--- config.mk ---
export PLATFORM = sky130hd
export DESIGN_NAME = mem_line_interface_flat
export DESIGN_NICKNAME = d
export VERILOG_FILES = /design/src/rtl/mem_line_interface_pkg.sv /design/src/rtl/mem_line_interface_if.sv /design/src/rtl/mem_route_select.sv /design/src/rtl/mem_line_interface.sv /design/src/flat_wrapper.sv
export SDC_FILE = /design/constraint.sdc
export NUM_CORES = 1
export LEC_CHECK = 0
export CAP_MARGIN = 20
export CORE_AREA = 2 2 232 234
export CTS_CLUSTER_DIAMETER = 100
export DETAILED_ROUTE_END_ITERATION = 16
export DIE_AREA = 0 0 234 236
export PLACE_DENSITY = 0.54
export SYNTH_ARGS = -nofsm -noshare
export SYNTH_HDL_FRONTEND = slang
export SYNTH_SLANG_ARGS = --single-unit
--- constraint.sdc ---
create_clock -name clock -period 2.9 [get_ports clock]
set_input_delay 0.58 -clock clock [delete_from_list [all_inputs] [get_ports clock]]
set_output_delay 0.58 -clock clock [all_outputs]
set_load 0.02 [all_outputs]
--- src/rtl/mem_line_interface_pkg.sv ---
// Shared constants for the cache-line memory interface: bus messages,
// coherence states and the line-engine state encoding.
package mem_line_interface_pkg;

    localparam int unsigned NO_REQ   = 0;
    localparam int unsigned R_REQ    = 1;
    localparam int unsigned WB_REQ   = 2;
    localparam int unsigned FLUSH    = 3;
    localparam int unsigned MEM_RESP = 10;

    localparam int unsigned INVALID   = 0;
    localparam int unsigned SHARED    = 1;
    localparam int unsigned EXCLUSIVE = 2;
    localparam int unsigned MODIFIED  = 3;

    localparam logic [1:0] ST_IDLE    = 2'd0;
    localparam logic [1:0] ST_READ    = 2'd1;
    localparam logic [1:0] ST_WRITE   = 2'd2;
    localparam logic [1:0] ST_RESPOND = 2'd3;

    // Messages that start a line transaction when seen in IDLE.
    function automatic bit is_line_req(input int unsigned msg);
        return (msg == R_REQ) || (msg == WB_REQ) || (msg == FLUSH);
    endfunction

endpackage

--- src/rtl/mem_line_interface_if.sv ---
// Bus bundle for mem_line_interface: cache, local memory and network channels.
// slave = the line interface itself, master = its surroundings.
interface mem_line_interface_if #(
    parameter int OFFSET_BITS   = 2,
    parameter int DATA_WIDTH    = 32,
    parameter int ADDRESS_WIDTH = 32,
    parameter int MSG_BITS      = 4
);
    localparam int LINE_WIDTH = DATA_WIDTH << OFFSET_BITS;

    logic [MSG_BITS-1:0]      cache2interface_msg;
    logic [ADDRESS_WIDTH-1:0] cache2interface_address;
    logic [LINE_WIDTH-1:0]    cache2interface_data;
    logic [MSG_BITS-1:0]      interface2cache_msg;
    logic [ADDRESS_WIDTH-1:0] interface2cache_address;
    logic [LINE_WIDTH-1:0]    interface2cache_data;

    logic [MSG_BITS-1:0]      mem2interface_msg;
    logic [ADDRESS_WIDTH-1:0] mem2interface_address;
    logic [DATA_WIDTH-1:0]    mem2interface_data;
    logic [MSG_BITS-1:0]      interface2mem_msg;
    logic [ADDRESS_WIDTH-1:0] interface2mem_address;
    logic [DATA_WIDTH-1:0]    interface2mem_data;

    logic [MSG_BITS-1:0]      network2interface_msg;
    logic [ADDRESS_WIDTH-1:0] network2interface_address;
    logic [DATA_WIDTH-1:0]    network2interface_data;
    logic [MSG_BITS-1:0]      interface2network_msg;
    logic [ADDRESS_WIDTH-1:0] interface2network_address;
    logic [DATA_WIDTH-1:0]    interface2network_data;

    logic                     interface_busy;

    modport slave (
        input  cache2interface_msg, cache2interface_address, cache2interface_data,
        input  mem2interface_msg, mem2interface_address, mem2interface_data,
        input  network2interface_msg, network2interface_address, network2interface_data,
        output interface2cache_msg, interface2cache_address, interface2cache_data,
        output interface2mem_msg, interface2mem_address, interface2mem_data,
        output interface2network_msg, interface2network_address, interface2network_data,
        output interface_busy
    );

    modport master (
        output cache2interface_msg, cache2interface_address, cache2interface_data,
        output mem2interface_msg, mem2interface_address, mem2interface_data,
        output network2interface_msg, network2interface_address, network2interface_data,
        input  interface2cache_msg, interface2cache_address, interface2cache_data,
        input  interface2mem_msg, interface2mem_address, interface2mem_data,
        input  interface2network_msg, interface2network_address, interface2network_data,
        input  interface_busy
    );

endinterface

--- src/rtl/mem_route_select.sv ---
// Combinational home-node router: decides local vs network for a new request,
// steers the outbound word request to one port and selects that port's response.
module mem_route_select
    import mem_line_interface_pkg::*;
#(
    parameter int DATA_WIDTH    = 32,
    parameter int ADDRESS_WIDTH = 32,
    parameter int MSG_BITS      = 4,
    parameter int NODE_BITS     = 2,
    parameter int NODE_ID       = 0
) (
    input  logic [NODE_BITS-1:0]     req_home,
    output logic                     req_local,
    input  logic                     sel_local,
    input  logic [MSG_BITS-1:0]      out_msg,
    input  logic [ADDRESS_WIDTH-1:0] out_address,
    input  logic [DATA_WIDTH-1:0]    out_data,
    input  logic [MSG_BITS-1:0]      mem_msg,
    input  logic [ADDRESS_WIDTH-1:0] mem_address,
    input  logic [DATA_WIDTH-1:0]    mem_data,
    input  logic [MSG_BITS-1:0]      net_msg,
    input  logic [ADDRESS_WIDTH-1:0] net_address,
    input  logic [DATA_WIDTH-1:0]    net_data,
    output logic [MSG_BITS-1:0]      resp_msg,
    output logic [ADDRESS_WIDTH-1:0] resp_address,
    output logic [DATA_WIDTH-1:0]    resp_data,
    output logic [MSG_BITS-1:0]      mem_req_msg,
    output logic [ADDRESS_WIDTH-1:0] mem_req_address,
    output logic [DATA_WIDTH-1:0]    mem_req_data,
    output logic [MSG_BITS-1:0]      net_req_msg,
    output logic [ADDRESS_WIDTH-1:0] net_req_address,
    output logic [DATA_WIDTH-1:0]    net_req_data
);

    assign req_local = (req_home == NODE_BITS'(NODE_ID));

    // The unselected port always sees an all-zero (NO_REQ) request.
    always_comb begin
        mem_req_msg     = '0;
        mem_req_address = '0;
        mem_req_data    = '0;
        net_req_msg     = '0;
        net_req_address = '0;
        net_req_data    = '0;
        if (sel_local) begin
            mem_req_msg     = out_msg;
            mem_req_address = out_address;
            mem_req_data    = out_data;
            resp_msg        = mem_msg;
            resp_address    = mem_address;
            resp_data       = mem_data;
        end else begin
            net_req_msg     = out_msg;
            net_req_address = out_address;
            net_req_data    = out_data;
            resp_msg        = net_msg;
            resp_address    = net_address;
            resp_data       = net_data;
        end
    end

endmodule

--- src/rtl/mem_line_interface.sv ---
// Cache-line to single-word memory interface (FSM, word counter, line buffers).
// Optional feature macro: CRITICAL_WORD_FIRST_EN (reads start at the requested word).
module mem_line_interface
    import mem_line_interface_pkg::*;
#(
    parameter int OFFSET_BITS   = 2,
    parameter int DATA_WIDTH    = 32,
    parameter int ADDRESS_WIDTH = 32,
    parameter int MSG_BITS      = 4,
    parameter int NODE_BITS     = 2,
    parameter int NODE_ID       = 0
) (
    input logic clock,
    input logic reset,
    mem_line_interface_if.slave bus
);
    localparam int WORDS     = 1 << OFFSET_BITS;
    localparam int LINE_BITS = ADDRESS_WIDTH - OFFSET_BITS;

    logic [1:0]               state_reg, state_next;
    logic [OFFSET_BITS:0]     count_reg;
    logic [LINE_BITS-1:0]     line_reg;
    logic                     local_reg;
    logic [ADDRESS_WIDTH-1:0] cache_addr_reg;
    logic [DATA_WIDTH-1:0]    wline_reg [WORDS];
    logic [OFFSET_BITS-1:0]   start, word_idx;
    logic                     active, accept, is_read_req, word_done, last_word, req_local;
    logic [MSG_BITS-1:0]      out_msg, resp_msg;
    logic [ADDRESS_WIDTH-1:0] out_address, resp_address;
    logic [DATA_WIDTH-1:0]    out_data, resp_data;

    assign is_read_req = (bus.cache2interface_msg == MSG_BITS'(R_REQ));
    assign accept      = (state_reg == ST_IDLE) && is_line_req(32'(bus.cache2interface_msg));
    assign active      = (state_reg == ST_READ) || (state_reg == ST_WRITE);
    assign word_idx    = start + count_reg[OFFSET_BITS-1:0];
    assign last_word   = &count_reg[OFFSET_BITS-1:0];
    assign word_done   = active && (resp_msg == MSG_BITS'(MEM_RESP)) && (resp_address == out_address);

`ifdef CRITICAL_WORD_FIRST_EN
    logic [OFFSET_BITS-1:0] start_reg;
    always_ff @(posedge clock or negedge reset) begin
        if (!reset)
            start_reg <= '0;
        else if (accept)
            start_reg <= is_read_req ? bus.cache2interface_address[OFFSET_BITS-1:0] : '0;
    end
    assign start = start_reg;
`else
    assign start = '0;
`endif

    always_comb begin
        out_msg     = '0;
        out_address = '0;
        out_data    = '0;
        if (active) begin
            out_msg     = (state_reg == ST_READ) ? MSG_BITS'(R_REQ) : MSG_BITS'(WB_REQ);
            out_address = {line_reg, word_idx};
            if (state_reg == ST_WRITE)
                out_data = wline_reg[word_idx];
        end
    end

    always_comb begin
        state_next = state_reg;
        case (state_reg)
            ST_IDLE:    if (accept) state_next = is_read_req ? ST_READ : ST_WRITE;
            ST_READ,
            ST_WRITE:   if (word_done && last_word) state_next = ST_RESPOND;
            default:    state_next = ST_IDLE;
        endcase
    end

    always_ff @(posedge clock or negedge reset) begin
        if (!reset) begin
            state_reg      <= ST_IDLE;
            count_reg      <= '0;
            line_reg       <= '0;
            local_reg      <= 1'b0;
            cache_addr_reg <= '0;
            for (int i = 0; i < WORDS; i++)
                wline_reg[i] <= '0;
        end else begin
            state_reg <= state_next;
            if (accept) begin
                count_reg      <= '0;
                line_reg       <= bus.cache2interface_address[ADDRESS_WIDTH-1:OFFSET_BITS];
                local_reg      <= req_local;
                cache_addr_reg <= bus.cache2interface_address;
                // Write-back/flush data is captured now; the cache may drop it next cycle.
                if (!is_read_req)
                    for (int i = 0; i < WORDS; i++)
                        wline_reg[i] <= bus.cache2interface_data[i*DATA_WIDTH +: DATA_WIDTH];
            end else if (word_done) begin
                count_reg <= count_reg + 1'b1;
            end
        end
    end

    // One read slot per word; each holds its data until a later read refills it.
    generate
        for (genvar gi = 0; gi < WORDS; gi++) begin : gen_slot
            logic [DATA_WIDTH-1:0] slot_reg;
            always_ff @(posedge clock or negedge reset) begin
                if (!reset)
                    slot_reg <= '0;
                else if (word_done && (state_reg == ST_READ) && (word_idx == OFFSET_BITS'(gi)))
                    slot_reg <= resp_data;
            end
            assign bus.interface2cache_data[gi*DATA_WIDTH +: DATA_WIDTH] = slot_reg;
        end
    endgenerate

    assign bus.interface2cache_msg     = (state_reg == ST_RESPOND) ? MSG_BITS'(MEM_RESP) : MSG_BITS'(NO_REQ);
    assign bus.interface2cache_address = (state_reg == ST_RESPOND) ? cache_addr_reg : '0;
    assign bus.interface_busy          = (state_reg != ST_IDLE);

    mem_route_select #(
        .DATA_WIDTH   (DATA_WIDTH),
        .ADDRESS_WIDTH(ADDRESS_WIDTH),
        .MSG_BITS     (MSG_BITS),
        .NODE_BITS    (NODE_BITS),
        .NODE_ID      (NODE_ID)
    ) u_route (
        .req_home       (bus.cache2interface_address[ADDRESS_WIDTH-1 -: NODE_BITS]),
        .req_local      (req_local),
        .sel_local      (local_reg),
        .out_msg        (out_msg),
        .out_address    (out_address),
        .out_data       (out_data),
        .mem_msg        (bus.mem2interface_msg),
        .mem_address    (bus.mem2interface_address),
        .mem_data       (bus.mem2interface_data),
        .net_msg        (bus.network2interface_msg),
        .net_address    (bus.network2interface_address),
        .net_data       (bus.network2interface_data),
        .resp_msg       (resp_msg),
        .resp_address   (resp_address),
        .resp_data      (resp_data),
        .mem_req_msg    (bus.interface2mem_msg),
        .mem_req_address(bus.interface2mem_address),
        .mem_req_data   (bus.interface2mem_data),
        .net_req_msg    (bus.interface2network_msg),
        .net_req_address(bus.interface2network_address),
        .net_req_data   (bus.interface2network_data)
    );

endmodule

--- src/flat_wrapper.sv ---
// flat-port wrapper written by rule: the top's interface ports become plain ports
module mem_line_interface_flat import mem_line_interface_pkg::*;
#(
    parameter int OFFSET_BITS   = 2,
    parameter int DATA_WIDTH    = 32,
    parameter int ADDRESS_WIDTH = 32,
    parameter int MSG_BITS      = 4,
    parameter int NODE_BITS     = 2,
    parameter int NODE_ID       = 0
)
  (clock, reset, bus_cache2interface_msg, bus_cache2interface_address, bus_cache2interface_data, bus_mem2interface_msg, bus_mem2interface_address, bus_mem2interface_data, bus_network2interface_msg, bus_network2interface_address, bus_network2interface_data, bus_interface2cache_msg, bus_interface2cache_address, bus_interface2cache_data, bus_interface2mem_msg, bus_interface2mem_address, bus_interface2mem_data, bus_interface2network_msg, bus_interface2network_address, bus_interface2network_data, bus_interface_busy);
  mem_line_interface_if #(.OFFSET_BITS(OFFSET_BITS), .DATA_WIDTH(DATA_WIDTH), .ADDRESS_WIDTH(ADDRESS_WIDTH), .MSG_BITS(MSG_BITS)) bus_i ();
  input logic clock;
  input logic reset;
  input wire logic [$bits(bus_i.cache2interface_msg)-1:0] bus_cache2interface_msg;
  input wire logic [$bits(bus_i.cache2interface_address)-1:0] bus_cache2interface_address;
  input wire logic [$bits(bus_i.cache2interface_data)-1:0] bus_cache2interface_data;
  input wire logic [$bits(bus_i.mem2interface_msg)-1:0] bus_mem2interface_msg;
  input wire logic [$bits(bus_i.mem2interface_address)-1:0] bus_mem2interface_address;
  input wire logic [$bits(bus_i.mem2interface_data)-1:0] bus_mem2interface_data;
  input wire logic [$bits(bus_i.network2interface_msg)-1:0] bus_network2interface_msg;
  input wire logic [$bits(bus_i.network2interface_address)-1:0] bus_network2interface_address;
  input wire logic [$bits(bus_i.network2interface_data)-1:0] bus_network2interface_data;
  output wire logic [$bits(bus_i.interface2cache_msg)-1:0] bus_interface2cache_msg;
  output wire logic [$bits(bus_i.interface2cache_address)-1:0] bus_interface2cache_address;
  output wire logic [$bits(bus_i.interface2cache_data)-1:0] bus_interface2cache_data;
  output wire logic [$bits(bus_i.interface2mem_msg)-1:0] bus_interface2mem_msg;
  output wire logic [$bits(bus_i.interface2mem_address)-1:0] bus_interface2mem_address;
  output wire logic [$bits(bus_i.interface2mem_data)-1:0] bus_interface2mem_data;
  output wire logic [$bits(bus_i.interface2network_msg)-1:0] bus_interface2network_msg;
  output wire logic [$bits(bus_i.interface2network_address)-1:0] bus_interface2network_address;
  output wire logic [$bits(bus_i.interface2network_data)-1:0] bus_interface2network_data;
  output wire logic [$bits(bus_i.interface_busy)-1:0] bus_interface_busy;
  assign bus_i.cache2interface_msg = bus_cache2interface_msg;
  assign bus_i.cache2interface_address = bus_cache2interface_address;
  assign bus_i.cache2interface_data = bus_cache2interface_data;
  assign bus_i.mem2interface_msg = bus_mem2interface_msg;
  assign bus_i.mem2interface_address = bus_mem2interface_address;
  assign bus_i.mem2interface_data = bus_mem2interface_data;
  assign bus_i.network2interface_msg = bus_network2interface_msg;
  assign bus_i.network2interface_address = bus_network2interface_address;
  assign bus_i.network2interface_data = bus_network2interface_data;
  assign bus_interface2cache_msg = bus_i.interface2cache_msg;
  assign bus_interface2cache_address = bus_i.interface2cache_address;
  assign bus_interface2cache_data = bus_i.interface2cache_data;
  assign bus_interface2mem_msg = bus_i.interface2mem_msg;
  assign bus_interface2mem_address = bus_i.interface2mem_address;
  assign bus_interface2mem_data = bus_i.interface2mem_data;
  assign bus_interface2network_msg = bus_i.interface2network_msg;
  assign bus_interface2network_address = bus_i.interface2network_address;
  assign bus_interface2network_data = bus_i.interface2network_data;
  assign bus_interface_busy = bus_i.interface_busy;
  mem_line_interface #(.OFFSET_BITS(OFFSET_BITS), .DATA_WIDTH(DATA_WIDTH), .ADDRESS_WIDTH(ADDRESS_WIDTH), .MSG_BITS(MSG_BITS), .NODE_BITS(NODE_BITS), .NODE_ID(NODE_ID)) u_core (.clock(clock), .reset(reset), .bus(bus_i));
endmodule
==> results of run 1 <==
placed cells by master, fill, tap and decap left out, types with 6 or more instances in the layout:
| cell | n |
|---|---|
| clkbuf_2 | 16 |
| dlygate4sd2_1 | 58 |
| dfrtp_1 | 290 |
| nor2_2 | 11 |
| nand2_8 | 7 |
| clkdlybuf4s50_1 | 432 |
| clkbuf_1 | 7 |
| mux2i_1 | 30 |
| xnor2_1 | 8 |
| buf_2 | 8 |
| mux4_2 | 32 |
| and3_1 | 38 |
| xor2_1 | 6 |
| and2_1 | 38 |
| mux2_4 | 129 |
| nand2_4 | 10 |
| nor4_4 | 7 |
| conb_1 | 6 |
| clkbuf_16 | 39 |
| nand2_1 | 115 |
| buf_8 | 7 |
| ha_1 | 6 |
| clkbuf_8 | 11 |
| nor2_1 | 50 |
| mux2_2 | 163 |
| clkdlybuf4s15_1 | 11 |
| buf_6 | 52 |
| buf_4 | 111 |
| buf_12 | 39 |
| nor2_4 | 29 |
| nand2_2 | 19 |
through the flow:
step                      total power [uW]  util [%]
final                                20400      46.9
after global placement               13900      41.1
after global routing                 21500      46.9
after detailed placement             14100      41.1
after CTS                            19500      45.5
after floorplan                      10300         -
what timing repair did:
item,4_1_cts,5_1_grt
cloned,15,2
hold endpoints to repair,45,0
gates resized for setup,510,348
hold buffers,1,0
endpoints found under the setup margin,287,208
setup buffers,51,11
pin swaps,11,25
metal layers:
metal  track usage, %  vias up
li1                 -     5445
met1             26.1     6032
met2             36.2      450
met3             5.96       98
met4             5.93       14
met5                0        -
power by group:
part           switching [uW]  leakage, uW  internal, uW
registers                 854      0.00379          5230
clock network            1880     0.000621          2920
logic                    4800      0.00683          4770
total                    7530       0.0112         12900
worst max-delay path: stages (launching register included):
cell and delay, ns:
dfrtp_1 0.39, inv_2 0.08, ha_4 0.22, buf_12 0.14, buf_12 0.14, buf_8 0.12, and2_4 0.14, o2bb2ai_4 0.13
nor4_4 0.23, buf_4 0.16, nand4_4 0.10, buf_8 0.18, nor4_4 0.26, buf_6 0.20, buf_12 0.17, mux2_4 0.31
how the worst min path moves through the flow:
stage,from,endpoint,slack (ns),cells after the start
after global routing,u_core.wline_reg[102],u_core.wline_reg[102],0.51,1
after detailed placement,u_core.cache_addr_reg[1],u_core.cache_addr_reg[1],0.46,2
after global placement,u_core.cache_addr_reg[1],u_core.cache_addr_reg[1],0.45,2
after CTS,u_core.cache_addr_reg[1],u_core.cache_addr_reg[1],0.47,2
after floorplan,reset,u_core.cache_addr_reg[0],0.28,0
final,u_core.cache_addr_reg[1],u_core.cache_addr_reg[1],0.46,2
final cells by class:
cell class	instances	area [um^2]
multi-input combinational	772	7700
sequential	293	7340
clock buffer	55	1100
clock inverter	11	166
inverter	8	37.5
tap	696	871
fill	4840	28200
timing repair buffer	750	7650
antenna	5	12.5
logic make-up (layout without fill, tap and decap cells):
kind of cell             Yosys count  after routing
flip-flops                       293            293
XOR/XNOR                          16             16
multiplexers                     358            358
adder cells (fa/ha/maj)            9              9
AO/OA/AOI/OAI                     27             27
buffers and inverters             91            824
AND/OR/NAND/NOR                  356            356
other                              1             11
==> impl_metrics.toml, run 1 <==
[logic_synthesis]
ys.flop_type = "dfrtp_1"
synth_cell_types = 46
synth-xor-area-share_pct = 0.979
synth_area_leaders = "dfrtp_1 (51%), mux2_2 (20%), mux4_2 (5.0%)"
yosys.area_share.adder_pct = 0.786
synth_edf_count = 0
yosys.area_share.simple_pct = 11.5
yosys.area.top_type = "dfrtp_1"
synth.area.mux_share_pct = 31.2
ys_seq_area_share_pct = 51.2
syn_area_um2 = 14300
yosysMostFrequentCell = "dfrtp_1"
syn_avg_cell_area_um2 = 12.4
ys_ff_latch = 293
syn_inst = 1151
synth_warnings = 0
async_reset_ff_share_pct = 100
synth_common_cells = "dfrtp_1 (293), mux2_2 (254), nand2_1 (151)"
synth-compound-area-share_pct = 1.39
synth.top_cell.area_share_pct = 51.2
synth_top_family_by_area = "multiplexers"

[sta]
finalSetupViolations = 136
fin_crit_sh_pct = 108
holdWs_ns = 0.463
rsz0062_at_grt = "yes"
worstMarginPinSlew_ns = 0.560
fmax_mhz = 321
fin_setup_tns_ns = -17.73
final_max_slew_viol_count = 0
slew-limit-headroom_pct = 62.3
fin_crit_ns = 3.12
fin_ws_ns = -0.220
finClkSkew_ns = 0.0198
hold_viol_final = 0

[clocking]
clock-sinks = 293
insertion_delay_ns = 0.56
path_clk_slew_ns = 0.06
cts_buffers = 37
root_buffer = "clkbuf_16"
h-tree-depth = 2
clockBufferDepth = 3
cts_tree = "yes"

[drt]
wirelength_um = 60100
met2WireLength_um = 29600
via_count = 12039
top_layer = "met5"
viasPerCell = 4.65
initialDrtViolationCount = 534
wl_per_cell_um = 23.2
wl_met1_um = 24500
postRouteAntennaNets = 0
drc = 0
wl_met3_um = 4510
drt-pass1-iter-count = 4

[floorplan]
core_region_area_um2 = 53100
ios = 603
rows = 85
fp.dieH_um = 236
die_w_um = 234
design.die.area_um2 = 55200
start_util_pct = 27.0

[setup_path]
r2r_end = "u_core.gen_slot[3].slot_reg[13]"
timing.rr.start = "u_core.state_reg[0]"
crit_start = "u_core.state_reg[0]"
worstPathRequired_ns = 3.34
path_max_fanout = 8
r2r_cells = 15
cp-end-kind = "register"
crit_path_end = "u_core.gen_slot[3].slot_reg[13]"
startpoint_type = "register"
critical_path_class = "register to register"
cp.arrival_ns = 3.56
rrSetupSlack_ns = -0.22

[placed_design]
place_inst = 2454
gp_congestion = 0.827
port_buffers = 596
hpwl_um = 42500
preCtsSetupSlack_ns = -0.585
placed_area_um2 = 21800

[final_layout]
area_delta_synth_final_pct = 73.8
nets = 2173
fin_area_um2 = 24900
drive_above_1_share_pct = 39.3
final_cells = 2590

[outcome]
failed_checks = "setup timing"
outcome = "finished with violations"

[power]
power.leakage_uw = 0.0112
vdd_drop_max_v = 0.000476
powerDensity_nw_per_um2 = 822

[global_route]
grt_max_degree = 65
antenna_found_initial = 12
globalRoute.totalOverflow = 0
track_usage_pct = 21.3
grt_pass1_wl_um = 86400
grt_pass1_vias = 12841

[hold_path]
hold_class = "register to register"

[run]
cap_violations = 0
Note: power is estimated with default switching activity, not from simulation.
==> inputs of run 2 (changes only) <==
--- a/config.mk
+++ b/config.mk
@@ -10,7 +10,9 @@
 export CTS_CLUSTER_DIAMETER = 100
 export DETAILED_ROUTE_END_ITERATION = 16
 export DIE_AREA = 0 0 234 236
+export GPL_TIMING_DRIVEN = 0
 export PLACE_DENSITY = 0.54
+export SLEW_MARGIN = 0
 export SYNTH_ARGS = -nofsm -noshare
 export SYNTH_HDL_FRONTEND = slang
 export SYNTH_SLANG_ARGS = --single-unit
==> impl_metrics.toml, run 2 (synthesized netlist as in run 1, its figures left out) <==
[outcome]
outcome = "finished with violations"
failed_checks = "hold timing, setup timing"

[final_layout]
area_delta_synth_final_pct = 77.5
mostFrequentLayoutCell = "clkdlybuf4s50_1"
drive_above_1_share_pct = 41.2
nets = 2179
mostFrequentLayoutCells = "clkdlybuf4s50_1 (443), dfrtp_1 (293), mux2_2 (213)"
final_cells = 2596

[floorplan]
design.die.area_um2 = 55200
start_util_pct = 27.0
ios = 603
core_region_area_um2 = 53100
die_w_um = 234
rows = 85
fp.dieH_um = 236

[global_route]
antenna_found_initial = 20
grt_pass1_vias = 12549
grt_max_degree = 116
track_usage_pct = 21.3
grt_pass1_wl_um = 86000
globalRoute.totalOverflow = 0

[drt]
drc = 0
initialDrtViolationCount = 453
wl_per_cell_um = 23.7
wirelength_um = 61400
viasPerCell = 4.63
via_count = 12014
postRouteAntennaNets = 0
drt-pass1-iter-count = 4

[power]
swShare_pct = 38.4
p_seq_share_pct = 28.8
combPwrFrac_pct = 50.5
vdd_drop_max_v = 0.000443
p_int_uw = 13000
powerDensity_nw_per_um2 = 833
power.leakage_uw = 0.0112
clkPwrFrac_pct = 20.7
p_sw_uw = 8120

[setup_path]
path_max_fanout = 6
cp_top_family = "simple AND/OR/NAND/NOR gates"
rrSetupSlack_ns = -0.29
cp-end-kind = "register"
worstPathRequired_ns = 3.32
r2r_end = "u_core.gen_slot[1].slot_reg[10]"
cp.arrival_ns = 3.62
path_cells = "inv_2, ha_4, clkbuf_16, buf_8, nand2_2, mux2_4, nor4_4, nand4_1, buf_6, or4_4, clkbuf_16, mux2_4"
critical_path_class = "register to register"
timing.rr.start = "u_core.state_reg[0]"
critPathMaxStageDelay_ns = 0.65
r2r_cells = 12
crit_buf_inv = 5
startpoint_type = "register"
crit_start = "u_core.state_reg[0]"
cpMaxStageDelayCell = "or4_4"

[sta]
worstMarginPinSlew_ns = 0.800
slew-limit-headroom_pct = 46.7
finClkSkew_ns = 0.0166
fin_crit_sh_pct = 110
final_max_slew_viol_count = 0
holdWs_ns = -0.00836
fmax_mhz = 313
finalSetupViolations = 175
hold_viol_final = 4
rsz0062_at_grt = "yes"
fin_crit_ns = 3.19
fin_ws_ns = -0.295

[clocking]
clock-sinks = 293
insertion_delay_ns = 0.54
cts_tree = "yes"
path_clk_slew_ns = 0.06
h-tree-depth = 2
ctsHoldBuffers = 0
clockBufferDepth = 3
cts_buffers = 36
root_buffer = "clkbuf_16"

[run]
cap_violations = 0

[placed_design]
gp_congestion = 0.902
hpwl_um = 45900
place_inst = 2453
port_buffers = 596

[hold_path]
hold_class = "input pin to asynchronous set/reset pin"
## run 2: per-stage QoR
step                      total power (uW)  setup WS (ns)  utilization (%)  setup TNS [ns]  instance area (um^2)
after global placement               13600         -12.17             40.0        -3939.53                 21200
final                                21200         -0.295             47.9          -22.91                 25400
after CTS                            20000         -0.266             45.3          -24.13                 24000
after detailed placement             13800          -1.73             40.2         -328.87                 21300
after global routing                 22200         -0.337             47.9          -38.94                 25400
after floorplan                      10300         0.0223                -               0                 14400
## run 2: worst max path at each step
stage	slack (ns)	cells past startpoint	endpoint
3_3_place_gp	-12.17	1	u_core.gen_slot[2].slot_reg[15]
3_5_place_dp	-1.73	8	u_core.gen_slot[2].slot_reg[27]
6_report	-0.29	12	u_core.gen_slot[1].slot_reg[10]
4_1_cts	-0.27	13	u_core.gen_slot[1].slot_reg[16]
5_1_grt	-0.34	12	u_core.gen_slot[1].slot_reg[0]
2_1_floorplan	0.02	11	u_core.gen_slot[1].slot_reg[10]
## run 2: timing repair
action | CTS | global route
pin swaps | 25 | 29
resized for setup | 828 | 354
setup buffers | 45 | 19
setup endpoints to repair | 298 | 275
gates cloned | 9 | 8
## run 2: final cells by class
cell class,instances,area (um^2)
Clock inverter,10,85.1
Fill cell,4751,27700
Multi-Input combinational cell,772,8000
Tap cell,696,871
Timing Repair Buffer,680,7200
Antenna cell,8,20.0
Buffer,77,823
Inverter,8,37.5
Sequential cell,293,7330
Clock buffer,52,1040
## run 2: power groups by stage
| stage | combinational [uW] | sequential, uW | clock [uW] |
|---|---|---|---|
| finish | 10700 | 6100 | 4370 |
| global route | 11300 | 6240 | 4680 |
| CTS | 9440 | 6070 | 4510 |
| detailed placement | 7630 | 6130 | 0 |
| global placement | 7520 | 6100 | 0 |
| floorplan | 4510 | 5750 | 0 |
## run 2: routing by layer
| layer | track usage, % | up-vias | share of wire, % |
|---|---|---|---|
| met5 | 0 | - | 0.21 |
| met4 | 6.64 | 20 | 1.9 |
| met3 | 7.00 | 85 | 9.1 |
| met2 | 36.3 | 434 | 50 |
| met1 | 25.2 | 6014 | 39 |
| li1 | - | 5461 | - |
==> inputs of run 3 (changes only) <==
--- a/config.mk
+++ b/config.mk
@@ -6,13 +6,14 @@
 export NUM_CORES = 1
 export LEC_CHECK = 0
 export CAP_MARGIN = 20
-export CORE_AREA = 2 2 232 234
+export CORE_AREA = 2 2 236 238
 export CTS_CLUSTER_DIAMETER = 100
 export DETAILED_ROUTE_END_ITERATION = 16
-export DIE_AREA = 0 0 234 236
+export DIE_AREA = 0 0 238 240
 export GPL_TIMING_DRIVEN = 0
-export PLACE_DENSITY = 0.54
+export PLACE_DENSITY = 0.55
 export SLEW_MARGIN = 0
 export SYNTH_ARGS = -nofsm -noshare
 export SYNTH_HDL_FRONTEND = slang
+export SYNTH_HIERARCHICAL = 1
 export SYNTH_SLANG_ARGS = --single-unit
==> impl_metrics.toml, run 3 <==
[logic_synthesis]
async_reset_ff_share_pct = 100
yosysMostFrequentCell = "mux2_2"
syn_avg_cell_area_um2 = 13.1
synth_common_cells = "mux2_2 (320), dfrtp_1 (293), and2_1 (133)"
syn_area_um2 = 15200
yosys.area.top_type = "dfrtp_1"
synth_warnings = 6
synth.top_cell.area_share_pct = 48.1
syn_inst = 1165
synth_area_leaders = "dfrtp_1 (48%), mux2_2 (24%), and2_1 (5.5%)"
synth_cell_types = 55
ys_ff_latch = 293
ys.flop_type = "dfrtp_1"
ys_seq_area_share_pct = 48.1
synth_edf_count = 0

[global_route]
grt_max_degree = 110
grt.met3_usage_pct = 6.19
grt_pass1_vias = 13290
met2_usage_pct = 38.5
track_usage_pct = 21.8
globalRoute.totalOverflow = 0
antenna_found_initial = 14
grtUsageMet1_pct = 26.5
grt_pass1_wl_um = 90800
busiest_layer = "met2"

[drt]
wirelength_um = 64300
viasPerCell = 4.77
postRouteAntennaNets = 0
via_count = 12453
drc = 0
initialDrtViolationCount = 479
wl_per_cell_um = 24.6
drt-pass1-iter-count = 5

[final_layout]
mostFrequentLayoutCell = "clkdlybuf4s50_1"
finalCoreUtilization_pct = 48.0
fin_area_um2 = 26300
mostFrequentLayoutCells = "clkdlybuf4s50_1 (463), dfrtp_1 (292), mux2_2 (289)"
area_delta_synth_final_pct = 72.4
drive_above_1_share_pct = 48.4
nets = 2194
final_cells = 2612

[setup_path]
r2r_cells = 13
startpoint_type = "register"
path_max_fanout = 10
cp.arrival_ns = 3.53
cp-end-kind = "register"
critical_path_class = "register to register"
worstPathRequired_ns = 3.31

[power]
power.leakage_uw = 0.0115
power_uw = 22000
vdd_drop_max_v = 0.000458
powerDensity_nw_per_um2 = 836

[sta]
finClkSkew_ns = 0.0153
finalSetupViolations = 183
worstMarginPinSlew_ns = 0.863
rsz0062_at_grt = "yes"
fmax_mhz = 321
final_max_slew_viol_count = 0
fin_crit_sh_pct = 107
slew-limit-headroom_pct = 42.5
fin_ws_ns = -0.215
hold_viol_final = 0
fin_crit_ns = 3.11

[clocking]
insertion_delay_ns = 0.53
clock-sinks = 293
clockBufferDepth = 3
cts_tree = "yes"
root_buffer = "clkbuf_16"
ctsHoldBuffers = 0
path_clk_slew_ns = 0.06
cts_buffers = 37
h-tree-depth = 2

[placed_design]
hpwl_um = 47600
gp_congestion = 0.850
placed_area_um2 = 22300
port_buffers = 596
place_inst = 2473

[floorplan]
core_region_area_um2 = 54700
rows = 86
start_util_pct = 27.9
ios = 603
die_w_um = 238
design.die.area_um2 = 57100
fp.dieH_um = 240

[hold_path]
hold_class = "input pin to asynchronous set/reset pin"

[outcome]
failed_checks = "setup timing"
outcome = "finished with violations"

[run]
cap_violations = 0
-- run 3: layout make-up --
class                           count  area (um^2)
Timing Repair Buffer              677         7200
Inverter                            8         30.0
Fill cell                        4883        28400
Buffer                             79          927
Clock inverter                      8          176
Tap cell                          704          881
Clock buffer                       51         1060
Multi-Input combinational cell    788         8650
Sequential cell                   293         7330
Antenna cell                        4         10.0
-- run 3: cells by family (layout without fill, tap and decap cells) --
kind of cell | after synthesis | count (layout) | share of synthesized area, %
and+or+nand+nor | 324 | 324 | 13.4
DFF | 293 | 293 | 48.1
AOI/OAI and AO/OA | 46 | 46 | 2.26
xor gates and xnor gates | 16 | 16 | 0.920
buffers and inverters | 89 | 823 | 2.92
other | 1 | 10 | 0.0246
muxes | 388 | 388 | 31.6
adders and majority gates | 8 | 8 | 0.657
-- run 3: metal layers --
layer	routed length [um]	part of all wire (%)	up-vias
met5	124	0.19	-
met4	1000	1.6	20
met3	4790	7.5	83
met2	32300	50	444
met1	26100	41	6325
li1	-	-	5581
-- run 3: critical path, cell delays in order, from the launching register on --
cell and delay, ns:
dfrtp_1 0.38, buf_6 0.14, buf_12 0.14, buf_12 0.15, buf_12 0.14, mux2_4 0.32, nor3_2 0.23, o32ai_4 0.16
nor4_4 0.32, buf_6 0.17, and4_4 0.21, buf_8 0.14, buf_12 0.16, mux2_4 0.31
-- run 3: per-stage QoR --
stage | hold slack (ns) | setup TNS, ns | setup slack (ns)
finish | 0.0339 | -16.10 | -0.215
global route | 0.0571 | -42.02 | -0.338
detailed placement | 0.487 | -320.26 | -1.64
floorplan | 0.284 | -2.53 | -0.0842
global placement | 0.475 | -3842.62 | -12.05
CTS | 0.0319 | -27.38 | -0.251
-- run 3: path summary, 6_finish.rpt --
| kind | slack (ns) | startpoint | to |
|---|---|---|---|
| hold / removal | 0.03 | reset | u_core/wline_reg[35] |
| max in group asynchronous | 1.82 | reset | u_core/gen_slot[3].slot_reg[31] |
| setup reg to reg | -0.21 | u_core/local_reg | u_core/gen_slot[0].slot_reg[24] |
| min in group clock | 0.50 | u_core/cache_addr_reg[1] | u_core/cache_addr_reg[1] |
| hold reg to reg | 0.50 | u_core/cache_addr_reg[1] | u_core/cache_addr_reg[1] |
| setup / recovery | -0.21 | u_core/local_reg | u_core/gen_slot[0].slot_reg[24] |
-- run 3: where the power goes --
part	internal, uW	leakage, uW	switching (uW)
Combinational	6090	0.00709	5040
Clock	2980	0.000605	1770
Sequential	5170	0.00383	906
-- run 3: timing repair --
item | 4_1_cts | 5_1_grt
setup endpoints to repair | 297 | 287
pin swaps | 8 | 27
cloned | 17 | 2
buffers inserted | 49 | 13
gates resized for setup | 984 | 187
endpoints found under the hold margin | 0 | 0
